`src/rtl/circular_writeback_buffer.sv`:
```
// Write-side circular buffer: gathers eight PE result lanes column by column,
// then streams the whole lane-major frame out over a valid/ready port.
module circular_writeback_buffer #(
    parameter int SIZE      = 8,
    parameter int BASE_ADDR = 0,
    parameter int ADDR_W    = 10
) (
    input  logic              clk,
    input  logic              rst,
    input  logic              write_en,
    input  logic [15:0]       write_data_1,
    input  logic [15:0]       write_data_2,
    input  logic [15:0]       write_data_3,
    input  logic [15:0]       write_data_4,
    input  logic [15:0]       write_data_5,
    input  logic [15:0]       write_data_6,
    input  logic [15:0]       write_data_7,
    input  logic [15:0]       write_data_8,
    output logic              full,
    output logic [3:0]        fill_level,
    output logic              out_valid,
    input  logic              out_ready,
    output logic [15:0]       out_data,
    output logic [ADDR_W-1:0] out_addr,
    output logic              done
);

    localparam int PW = $clog2(SIZE);
    localparam int CW = 3 + PW;
    localparam logic [PW-1:0] PTR_LAST = PW'(SIZE - 1);
    localparam logic [CW-1:0] CNT_LAST = '1;

    typedef enum logic {
        FILL  = 1'b0,
        DRAIN = 1'b1
    } state_e;

    state_e        state_q, state_d;
    logic [PW-1:0] ptr_q, ptr_d;
    logic [3:0]    fill_q, fill_d;
    logic [CW-1:0] cnt_q, cnt_d;
    logic          done_q, done_d;
    logic          wr;

    logic [15:0] bank_q [8][SIZE];
    logic [15:0] wdata [8];

    assign wdata[0] = write_data_1;
    assign wdata[1] = write_data_2;
    assign wdata[2] = write_data_3;
    assign wdata[3] = write_data_4;
    assign wdata[4] = write_data_5;
    assign wdata[5] = write_data_6;
    assign wdata[6] = write_data_7;
    assign wdata[7] = write_data_8;

    always_comb begin
        state_d = state_q;
        ptr_d   = ptr_q;
        fill_d  = fill_q;
        cnt_d   = cnt_q;
        done_d  = 1'b0;
        wr      = 1'b0;
        unique case (state_q)
            FILL: begin
                if (write_en) begin
                    wr     = 1'b1;
                    fill_d = fill_q + 4'd1;
                    if (ptr_q == PTR_LAST) begin
                        ptr_d   = '0;
                        state_d = DRAIN;
                    end else begin
                        ptr_d = ptr_q + 1'b1;
                    end
                end
            end
            DRAIN: begin
                if (out_ready) begin
                    if (cnt_q == CNT_LAST) begin
                        state_d = FILL;
                        cnt_d   = '0;
                        ptr_d   = '0;
                        fill_d  = '0;
                        done_d  = 1'b1;
                    end else begin
                        cnt_d = cnt_q + 1'b1;
                    end
                end
            end
            default: state_d = FILL;
        endcase
    end

    always_ff @(posedge clk) begin
        if (!rst) begin
            state_q <= FILL;
            ptr_q   <= '0;
            fill_q  <= '0;
            cnt_q   <= '0;
            done_q  <= 1'b0;
        end else begin
            state_q <= state_d;
            ptr_q   <= ptr_d;
            fill_q  <= fill_d;
            cnt_q   <= cnt_d;
            done_q  <= done_d;
        end
    end

    // Storage only; contents are meaningless until rewritten after reset.
    always_ff @(posedge clk) begin
        if (rst && wr) begin
            for (int k = 0; k < 8; k++) begin
                bank_q[k][ptr_q] <= wdata[k];
            end
        end
    end

    assign full       = (state_q == DRAIN);
    assign out_valid  = (state_q == DRAIN);
    assign fill_level = fill_q;
    assign done       = done_q;
    assign out_data   = bank_q[cnt_q[CW-1:PW]][cnt_q[PW-1:0]];
    assign out_addr   = ADDR_W'(BASE_ADDR) + ADDR_W'(cnt_q);

endmodule
```
`config.mk`:
```
export PLATFORM = sky130hd
export DESIGN_NAME = circular_writeback_buffer
export DESIGN_NICKNAME = d
export VERILOG_FILES = /design/src/rtl/circular_writeback_buffer.sv
export SDC_FILE = /design/constraint.sdc
export NUM_CORES = 1
export LEC_CHECK = 0
export BUFFER_PORTS_ARGS = -buffer_cell sky130_fd_sc_hd__buf_2
export CORE_MARGIN = 10
export CORE_UTILIZATION = 40
export CTS_CLUSTER_DIAMETER = 200
export DETAILED_ROUTE_END_ITERATION = 10
export HOLD_SLACK_MARGIN = 0.08
export PLACE_DENSITY = 0.54
export SLEW_MARGIN = 20
export SYNTH_ARGS = -nofsm -noshare
export SYNTH_HDL_FRONTEND = slang
export SYNTH_SLANG_ARGS = --single-unit
export TNS_END_PERCENT = 5
```
`constraint.sdc`:
```
create_clock -name clk -period 30.8 [get_ports clk]
set_clock_uncertainty 0.2 [all_clocks]
set_input_delay 6.16 -clock clk [delete_from_list [all_inputs] [get_ports clk]]
set_output_delay 6.16 -clock clk [all_outputs]
set_load 0.03 [all_outputs]
```
### Yosys cells after proc, flatten, opt, wreduce, memory -nomap -nowiden

Memories as Yosys holds them, arrays and structs flattened. A register that Yosys moved wholly into a read port is not among the register bits.
Index checks and enable logic that the tools add are counted.

* bits in writable memories: 1024
* memories: 1
* input port bits: 132
* ROM bits: 0
* flip-flop bits (word level): 15
* bits in latches: 0
* word-level logic and storage cells: 52

Memory list
* bank_q: depth 8, width 128, rd ports 1, clocked after Yosys merged registers in 1, wr ports 8, RTL line 45 `logic [15:0] bank_q [8][SIZE];`

* eq/ne operators: 5
* bitwise logic cells: 3
* multiply operators: 0
* reductions and logical operators: 5
* magnitude comparators: 3
* shift operators: 0
* mux-type cells: 27
* add/sub/neg operators: 3
* divide/modulo/power cells: 0

Operators with widths (count)
* two-way mux 128 bit: 1
* binary-select mux 16 bit (select 3 bit): 1
* demux 16 bit (select 3 bit): 1
* two-way mux 16 bit: 3
* two-way mux 3 bit: 6
* two-way mux 4 bit: 3
* greater-or-equal comparator 4 bit, second input constant: 2
* two-way mux 1 bit: 8
* inverter 3 -> 4 bit: 2
* case mux 4 bit (2 select lines): 1
* adder 6 x 1 -> 6 bit, second input constant: 1
* equality test 6 bit, second input constant: 1
* two-way mux 6 bit: 1
* case mux 3 bit (2 select lines): 1
* AND reduction 3 bit: 2
* adder 4 x 1 -> 4 bit, second input constant: 1
* less-than comparator 4 x 1 -> 1 bit, second input constant: 1
* inequality test 2 bit, second input constant: 2
* adder 3 x 1 -> 3 bit, second input constant: 1
* equality test 3 bit, second input constant: 1
* logical AND 1 bit: 2
* inequality test 2 x 1 -> 1 bit, second input constant: 1
* case mux 1 bit (2 select lines): 1
* AND reduction 2 bit: 1
* inverter 1 bit: 1

### Depth between registers and ports, before layout

Gate-level depths: netlist of run 1.

* depth in word-level cells: 6
* mapped depth: 9
* mapped depth without buffers: 6

### Worst setup path after synthesis of run 1

No wires, ideal clock.

* kind: input to register
* start: input port rst
* end: memory bank_q[0][112] in the netlist's numbering, enable pin
* required time: 29.828 ns
* path slack: 14.419 ns
* stages: 3
* data arrival time: 15.409 ns
* cell sequence: clkinv_1 or3_1 nor3_1

RTL lines
* start: declaration: RTL line 9 `input logic rst,`
* end: declaration: RTL line 45

==> metrics list, run 1 <==
* Status: finished, final reports clean
- The share of synthesized area in the top cell type comes to 0.768.
- The first global-routing pass estimated about 140 mm of wire.
* Via/cell ratio: approximately 5.5
* Post-synthesis sequential area ratio: 0.777
- Top-Level Pins: 165
* PwrDens: between 60 and 70 nW/um2
* Post-layout total power: roughly 0.003 W
- Gr ovfl total: 0
* Height of the die: around 340 um
* Max clock buf depth: 3
* Overall fraction of global-route tracks in use: 0.169
* Starting density of the core: 0.402
- Most area-hungry cell type in the Yosys netlist: edfxtp_1
* Worst min-delay path class: reg2reg
* Data required time at the worst endpoint: between 20,000 and 25,000 ps
- The die is about 340 um wide.
- Yosys Warn Count: 0
* Root Driver: clkbuf_16
* Worst endpoint data arrival time: 4850 ps
- Headroom to the max-slew limit came out at 0.261.
- The smallest clock period supported by the final layout is computed as 11,210 ps.
* Drt total wl: between 90 and 100 mm
* Startpoint Class: flop
* VDD IR max: roughly 50 uV
- After synthesis, the mean cell area works out to around 22 um2.
- In the final layout, the share of cells above drive strength 1 is 0.285.
* Final Cycle Share: 0.364
- The floorplan has ~120 rows.
- Avg WL per Cell: ~28 um
- The initial antenna violation count came to 21.
* Routability Congestion: ~0.75
* Final hold vios: 0
- After clock tree synthesis, the clock-pin slew on the worst setup and hold paths is roughly 60 ps.
- Achievable clock frequency: slightly below 0.09 GHz
* Layout area overhead: 14.5%
- RSZ-0062 raised after global routing: no
* Number of post-CTS setup repair buffers: 0
* Crit path capture type: output port
* Final Max Slew Viols: 0
- Maxcap violations: 0
- Number of flops mapped to enable cells by yosys: 1,024
- For this design, the CTS-stage hold fixing added 0 buffers.
- Leakage power: around 14 nW
- DRC marker count from the first detailed-route iteration: ~1,700
- Before antenna repair, the detailed router went through 5 iterations.
- Number of nets in the layout: between 2,000 and 2,500
* Proportion of register bits with asynchronous set or reset after synthesis: 0
- Flip-flop and latch area: about 31,000 um2
- Input and output buffers added on the ports amount to between 150 and 200.
* Vias after detailed routing: 19,000
- Gate count after technology mapping: roughly 1,800
* Area of the core region: 99,700 um2
- Max H-tree Level: 3
* Actual transition at the worst max-transition pin: roughly 1100 ps
* Clock tree from TritonCTS: built
* Detail Route Antenna Nets: 0
- Finish-stage setup viols: 0
* Clk Latency, worst-skew pair: 700 ps
* Number of global-route vias before repair: 20,200
- In this run the worst path has a maximum fanout of 43.
- Once detailed placement completed, the half-perimeter wirelength came to roughly 55 mm.
- The mapped netlist covers approximately 40,000 um2.
- For this run, the leading register cell type out of synthesis is edfxtp_1.
- Synth area leaders: edfxtp_1, mux4_2, mux2i_1
- Die ar.: roughly 110,000 um2
- FILL cells: slightly above 8,000
- The netlist uses between 40 and 50 different library cells.
- Inserted Clock Buffers: ~110
- After synthesis the netlist holds a flip-flop and latch count of 1,042.
- # resized after CTS: 0
- Multi-input logic area: 8380 um2
* TritonCTS Sinks: roughly 1,000
- In the final timing run, aggregate negative setup slack is 0 ps.
* Start-to-end type of the worst setup path: reg2out
- In the routed design, unresolved DRC markers number 0.
- Entering global routing, the biggest net connects roughly 110 pins.
through the flow:
stage / hold slack [ps] / worst slack [ps] / instance area (um2) / util / instances
after floorplan: 281 / 14420 / 40100 / - / 1822
after global placement: 292 / 20260 / 42200 / 0.424 / 3218
after detailed placement: 313 / 20170 / 42200 / 0.424 / 3218
after CTS: 322 / 19410 / 45800 / 0.459 / 3422
after global routing: 341 / 19000 / 45800 / 0.460 / 3428
final: 319 / 19590 / 45800 / 0.460 / 3433
final timing paths:
check | endpoint | slack [ps] | from | cells past startpoint
hold reg to reg | ptr_q[0] | 320 | ptr_q[0] | 2
hold / removal | ptr_q[0] | 320 | ptr_q[0] | 2
setup reg to reg | bank_q[0][57] | 26820 | full | 5
setup / recovery | out_data[2] | 19590 | flop | 7
critical path: stages, from the launching register on:
cell	delay [ps]
dfxtp_4	630
buf_4	780
buf_4	740
nand2_2	540
o22ai_1	260
nor3_1	80
nor3_1	690
buf_2	330
synth_stat cells, drive strengths merged (7+ instances only):
master and number:
mux4 216, buf 73, mux2 21, edfxtp 1024
xor2 7, o21ai 7, nor3 23, a22oi 56
mux2i 130, clkbuf 27, dfxtp 18, nand2 49
nor2b 9, o22ai 26, nand3 22, nor2 27
a21oi 25
cell usage in the layout, fill, tap and decap left out, types with 9 or more instances in the layout:
| cell | n |
|---|---|
| buf_4 | 35 |
| clkinv_1 | 24 |
| o22ai_1 | 26 |
| mux4_1 | 14 |
| nor3_1 | 20 |
| clkbuf_1 | 28 |
| bufinv_16 | 10 |
| dfxtp_1 | 14 |
| mux4_2 | 202 |
| clkbuf_16 | 109 |
| clkinv_2 | 22 |
| buf_2 | 160 |
| a22oi_1 | 56 |
| mux2_2 | 21 |
| mux2i_1 | 130 |
| diode_2 | 9 |
| nor2_1 | 20 |
| a21oi_1 | 25 |
| edfxtp_1 | 1024 |
| nand3_1 | 22 |
| nand2_1 | 48 |
registers in the layout, indices dropped and copies added, names as in the netlist, named ones only:
register / count
full: 1
fill_level: 4
bank_q: 1024
ptr_q: 3
cnt_q: 6
done: 1
layout make-up:
type / instances / area share
multi-input cells: 678 / 0.183
well taps: 1298 / 0.0354
repair buffers: 200 / 0.0255
diodes: 9 / 0.000491
inverters: 2 / 0.000164
flip-flops and latches: 1042 / 0.679
clock inverters: 67 / 0.0150
clock buffers: 137 / 0.0618
report_power, final:
part | leakage, nW | internal [W] | switching, W | total (W)
Sequential | 9.40 | 0.00157 | 0.00000355 | 0.00158
Clock | 1.71 | 0.000739 | 0.000541 | 0.00128
Combinational | 2.94 | 0.0000131 | 0.0000445 | 0.0000576
Total | 14.0 | 0.00233 | 0.000590 | 0.00292
layer usage:
layer | up-vias | wire length, um | GRT usage
li1 | 8108 | - | -
met2 | 553 | 47800 | 0.284
met4 | 18 | 2560 | 0.0535
met5 | - | 107 | 0
met1 | 10100 | 39400 | 0.218
met3 | 171 | 6130 | 0.0381
kinds of logic after synthesis:
| family | synth area share |
|---|---|
| simple gates | 0.0177 |
| fa+ha+maj | 0.00125 |
| buf+inv | 0.0163 |
| compound gates | 0.0253 |
| xor+xnor | 0.00153 |
| mux | 0.161 |
| other cells | 0.0000936 |
| flops | 0.777 |
Note: power is estimated with default switching activity, not from simulation.
==> inputs of run 2 (changes only) <==
clock period = 10.8 ns   (was 30.8 ns; I/O delays follow)
==> run 2 against run 1 <==
Count of clock-buffer cells in the layout down 8. Non-clock buffer count down 5. Sequential power rose to 2.8 times the previous value. Via count down 0.93%. Cell count down 0.67%. Critical path type unchanged. First-iteration DRC count down 1.5%. Core utilization down 0.29 points. Die area unchanged. Global-route usage down 0.10 points.
==> metrics list, run 2 (same netlist as run 1, synthesis figures left out) <==
* Clock tree from TritonCTS: built
* Clock-pin transition on the worst setup and hold timing paths: 60 ps
* Achievable clock frequency: 0.137 GHz
- Die X: between 300 and 400 um
- Max clock buf depth: 3
* Height of the die: about 340 um
- Worst min-delay path class: reg2reg
- The routed layout has 18,800 vias.
* Starting density of the core: 0.402
* Final Max Slew Viols: 0
- Finish-stage setup viols: 0
* Maxcap violations: 0
* Via/cell ratio: 5.52
- Headroom to the max-slew limit: 0.221
* Ratio of cells with drive above 1 in the final layout: 0.279
- Wires add up to between 90 and 100 mm.
* Die ar.: ~110,000 um2
* Hold-fix buffers, CTS: 0
- Clk Latency, worst-skew pair: about 660 ps
- In the layout the commonest cells are edfxtp_1, mux4_2, buf_2.
* # resized after CTS: 0
- Post-layout total power: about 0.0081 W
- Antenna violations before repair: 21
* Area of the core region: 99,700 um2
- Leakage power: 13.9 nW
- Worst endpoint data arrival time: a little under 5000 ps
- Avg WL per Cell: approximately 28 um
* Largest reg by FF count: bank_q
* Actual transition at the worst max-transition pin: approximately 1200 ps
* Top-Level Pins: 165
* Routability Congestion: 0.759
- After clock tree synthesis, the setup repair step added 0 buffers.
- Number of global-route vias before repair: 19,900
- RSZ-0062 raised after global routing: no
- Number of nets in the layout: approximately 2,200
* Startpoint Class: flop
* Detail Route Antenna Nets: 0
* Residual DRC count: 0
- Summed over all layers, the global routing overflow is 0.
- The flow ran to the end, and the final reports show no timing, DRC or antenna violations.
- By startpoint and endpoint, the worst setup path is classified as reg2out.
* Min cycle time layout: roughly 7300 ps
- The library cell used most frequently in the layout, excluding fill and tap cells, is edfxtp_1.
- In this run, CTS created clock tree buffers numbering 107.
- Row generation in the floorplan step produced roughly 120 rows.
- The HPWL after detailed placement is between 50 and 60 mm.
- For this block, the initial DRC count from the detailed router was 1,635.
- STA classifies the critical path endpoint as an output port.
* Root Driver: clkbuf_16
* Data required time at the worst endpoint: 8440 ps
* VDD IR max: about 140 uV
* PwrDens: 179 nW/um2
- Entering global routing, the biggest net connects around 140 pins.
- In this run the tool buffered the top-level ports with 160 buffer cells.
- Max H-tree Level: 3
* Largest fanout on the critical path: 54
- For this design, the sink count on the clock tree is between 1,000 and 1,500.
- Max reg flops: ~1,000
- Layout area overhead: 13.7%
* Final hold vios: 0
- Final core utilization: 0.457
- Overall fraction of global-route tracks in use: 0.168
- Number of iterations in the first detailed-routing pass: 5
* Wire length of the first global-routing pass: ~140 mm
- Final Cycle Share: 0.676
-- run 2: changes by cell type in the layout (fill, tap and decap cells not counted), sizes merged --
| cell | change |
|---|---|
| clkbuf | -8 |
| buf | -5 |
| diode | -5 |
| bufinv | -4 |
| clkinv | -3 |
| clkinvlp | +1 |
| inv | +1 |
-- run 2: worst paths after layout --
kind                 start             to  slack (ps)  cells after the start
min reg2reg  fill_level[1]  fill_level[1]         320                      2
max reg2reg           full  bank_q[0][73]        6930                      5
max                   flop    out_data[5]        3500                      7
min          fill_level[1]  fill_level[1]         320                      2
-- run 2: per-layer routing --
metal	up-vias	routed length, um	GRT usage
met3	191	5900	0.0379
met4	26	2530	0.0489
li1	8095	-	-
met1	9983	40100	0.222
met2	528	47100	0.278
met5	-	159	0
-- run 2: through the flow --
stage	hold WS (ps)	instance area [um2]	setup TNS (ps)	worst slack, ps	std cells
after global placement	294	42300	0	4130	3214
after detailed placement	310	42300	0	4110	3214
after floorplan	281	40100	-168440	-1320	1822
after CTS	318	45500	0	3380	3405
after global routing	348	45500	0	3260	3407
final	319	45600	0	3500	3410
-- run 2: worst max-delay path: stages, from the launching register on --
cell	delay (ps)
dfxtp_4	750
buf_4	820
buf_4	810
nor2b_1	890
a22oi_1	190
nand3_1	150
o211a_1	260
buf_2	230
-- run 2: report_power, final --
part / internal [W] / switching [W] / total [W]
Combinational: 0.0000382 / 0.000128 / 0.000166
Sequential: 0.00449 / 0.0000104 / 0.00450
Clock: 0.00197 / 0.00150 / 0.00347
-- run 2: final cells by class --
| type | instances | area [um2] |
|---|---|---|
| diodes | 4 | 10.0 |
| well taps | 1298 | 1620 |
| multi-input cells | 678 | 8380 |
| repair buffers | 195 | 1150 |
| fillers | 8370 | 54200 |
| flip-flops and latches | 1042 | 31100 |
| clock inverters | 62 | 485 |
| clock buffers | 129 | 2780 |
| inverters | 2 | 7.51 |
==> inputs of run 3 (changes only) <==
ABC_AREA = 1   (was not set)
clock period = 6.8 ns   (was 10.8 ns; I/O delays follow)
==> run 3 against run 2 <==
First-iteration DRC count is 57% higher. Sequential share of layout area is 2.7 points lower. Non-clock buffer count is 4 higher. Register-to-register slack worse by 3100 ps. Die area is 5.0% higher. Count of clock-buffer cells in the layout is 6 higher. Hold slack worse by 30 ps. Final area is 4.2% higher. Critical path type unchanged.
==> metrics list, run 3 <==
* Largest stage delay on the critical path: roughly 540 ps
- In the global route stage, met2 resource usage came out at 0.286.
* Maxcap violations: 0
- Wire length of the first global-routing pass: 172 mm
* Status: finished, final reports clean
- The number of global-route vias before repair is around 25,000.
* Top-Level Pins: approximately 170
- The H-tree was split into 3 levels.
- Count of distinct cell types in the synthesized netlist: 25
- Yosys reg bits: between 1,000 and 1,500
* TritonCTS Sinks: 1,042
- Finish-stage setup viols: 0
* Achievable clock frequency: approximately 0.18 GHz
* Data required time at the worst endpoint: between 5000 and 6000 ps
- Overall fraction of global-route tracks in use: 0.192
- Final Cycle Share: 0.807
* Slowest cell on the critical path: dfxtp_4
- Commonest non-fill, non-tap cell in the layout: nand2_1
- Max reg flops: a little over 1,000
* Worst endpoint data arrival time: 3930 ps
- Entering global routing, the biggest net connects roughly 290 pins.
- Startpoint Class: flop
- PwrDens: about 280 nW/um2
* Most area-hungry cell type in the Yosys netlist: edfxtp_1
- Number of iterations in the first detailed-routing pass: 5
- Combinational power share: 0.021
- Final core utilization: 0.452
- The critical path crosses 12 cells after its start point.
- Clock tree from TritonCTS: built
- Sequential fraction of design power: 0.535
* DRC marker count from the first detailed-route iteration: approximately 2,600
- In the global route stage, met1 resource usage came out at 0.287.
- By count the netlist is led by nand2_1, edfxtp_1, nand3_1, buf_2, buf_6.
- In the global route stage, met3 resource usage came out at 0.0399.
- RSZ-0062 raised after global routing: no
* Inserted Clock Buffers: 110
- In the routed design, unresolved DRC markers number 0.
* Post-synthesis instance area: ~42,000 um2
* Gate count after technology mapping: ~3,500
- Start-to-end type of the worst setup path: reg2out
- Of the total power, the clock network draws 0.444.
* Synth area leaders: edfxtp_1, nand2_1, nand3_1
- In this run, synthesis inferred 1,024 flip-flops with an integrated enable.
* Crit path capture type: output port
- The clock passes through at most 3 buffers.
- Port Buffers: 160
- The net count of the finished layout is ~3,700.
- Height of the die: approximately 340 um
- Summing over every cut layer, the via total after detailed routing is between 20,000 and 30,000.
- Clock-pin slew was measured on the worst setup and hold paths at approximately 60 ps.
- The most used flip-flop cell after synthesis is edfxtp_1.
- Post-CTS repair changed the size of 0 cells.
- Gr ovfl total: 0
- Final hold vios: 0
- Ratio of cells with drive above 1 in the final layout: 0.101
- Leakage power: between 15 and 20 nW
- Actual transition at the worst max-transition pin: ~1100 ps
- Starting density of the core: 0.402
- Walking the worst path, the cells encountered are inv_16, buf_16, buf_4, nand2_1, nand3_1, nand3_1, nand2_1, nand2_1, nand3_1, nand3_1, nand2_1, buf_2.
- Post-synthesis sequential area ratio: 0.737
* Largest fanout on the critical path: approximately 140
- Measured in cells, the most critical reg-to-reg path has a length of 7.
* Detail Route Antenna Nets: 0
- The congestion estimate from routability-driven global placement came to approximately 0.76.
- Design internal power: around 0.011 W
- Number of post-CTS setup repair buffers: 0
* Final Instance Count excl. Fillers: around 5,000
* Average footprint of a synthesized cell: 12.0 um2
* Proportion of register bits with asynchronous set or reset after synthesis: 0
- Of the total power, the share spent switching nets is 0.202.
- Most Used Layer, Global Route: met1
- Root Driver: clkbuf_16
- Worst min-delay path class: reg2reg
- Kind of cell adding the most delay to the critical path: buffers and inverters
- By instance count, the leading cell after synthesis is nand2_1.
- The worst-case IR drop observed on VDD is around 190 uV.
* Post-Place Cells: around 5,000
- Antenna violations before repair: 43
* Switching power of the nets: 0.00270 W
- Area of the core region: ~100,000 um2
- Post-layout total power: approximately 0.013 W
* Most frequent cells in the layout: nand2_1, edfxtp_1, nand3_1
* Hold-fix buffers, CTS: 0
- Together, buffers and inverters on the worst path number 4.
- After detailed routing, the number of vias per cell comes to about 5.2.
- Counting instances, the worst hold path has a depth of 2.
- The floorplan step set the die width to approximately 340 um.
* Placed wire-length estimate after detailed placement: 65.2 mm
- Avg WL per Cell: approximately 23 um
- The floorplan step defined a die boundary enclosing ~120,000 um2.
* Min cycle time layout: about 5500 ps
- Summed over all layers, the routed wires come to between 100 and 150 mm.
- In this run the tightest slew margin relative to its limit is 0.243.
* Largest reg by FF count: bank_q
- Floorplan row count: around 120
- Final Max Slew Viols: 0
- Clk Latency, worst-skew pair: 670 ps
- The area growth from synthesis to layout is 12.5%.
- Fraction of synthesized cell area taken by the top area cell type: 0.729
* Yosys Warn Count: 0
-- run 3: cell type report --
cell class	instances	area (um2)
Fill cell	9520	57500
Sequential cell	1042	31100
Multi-Input combinational cell	2236	9630
Clock buffer	135	2910
Tap cell	1391	1740
Timing Repair Buffer	199	1260
Clock inverter	74	658
Inverter	18	93.8
Antenna cell	15	37.5
-- run 3: cells by family after synthesis --
kind of cell,count (synthesis),synth area share
xor gates and xnor gates,2,0.000415
buffers and inverters,246,0.0361
and+or+nand+nor,2210,0.223
AOI/OAI and AO/OA,16,0.00202
other,1,0.0000889
DFF,1042,0.737
adders and majority gates,4,0.00119
-- run 3: metrics by stage --
step                      hold WS (ps)  cell area [um2]  worst slack (ps)  setup TNS (ps)
final                              290            47500              1310               0
after global routing               322            47400              1070               0
after CTS                          288            47400              1430               0
after detailed placement           279            43800              2190               0
after global placement             281            43800              2160               0
after floorplan                    298            42200             -1090        -1116040
-- run 3: final timing paths --
kind | from | end | slack (ps)
worst max-delay path | flop | out_data[5] | 1310
worst min-delay path | fill_level[1] | fill_level[1] | 290
worst max register to register | full | bank_q[5][44] | 3820
worst min register to register | fill_level[1] | fill_level[1] | 290
-- run 3: power by group through the flow --
| stage | Sequential, W | Clock (W) | Combinational (W) |
|---|---|---|---|
| 5_1_grt | 0.00716 | 0.00632 | 0.000309 |
| 4_1_cts | 0.00716 | 0.00605 | 0.000287 |
| 2_1_floorplan | 0.00732 | 0 | 0.0000880 |
| 3_3_place_gp | 0.00730 | 0 | 0.000283 |
| 3_5_place_dp | 0.00730 | 0 | 0.000287 |
| 6_report | 0.00716 | 0.00594 | 0.000281 |
-- run 3: worst min-delay path, stage by stage, from the launching register on --
cell	delay (ps)
dfxtp_1	340
nand2_1	70
nand2_1	40
-- run 3: per-layer routing --
layer	wire (um)	up-vias	share of wire
li1	-	12600	-
met1	53600	13100	0.46
met2	51300	891	0.44
met3	8840	170	0.076
met4	2250	22	0.019
met5	133	-	0.0011
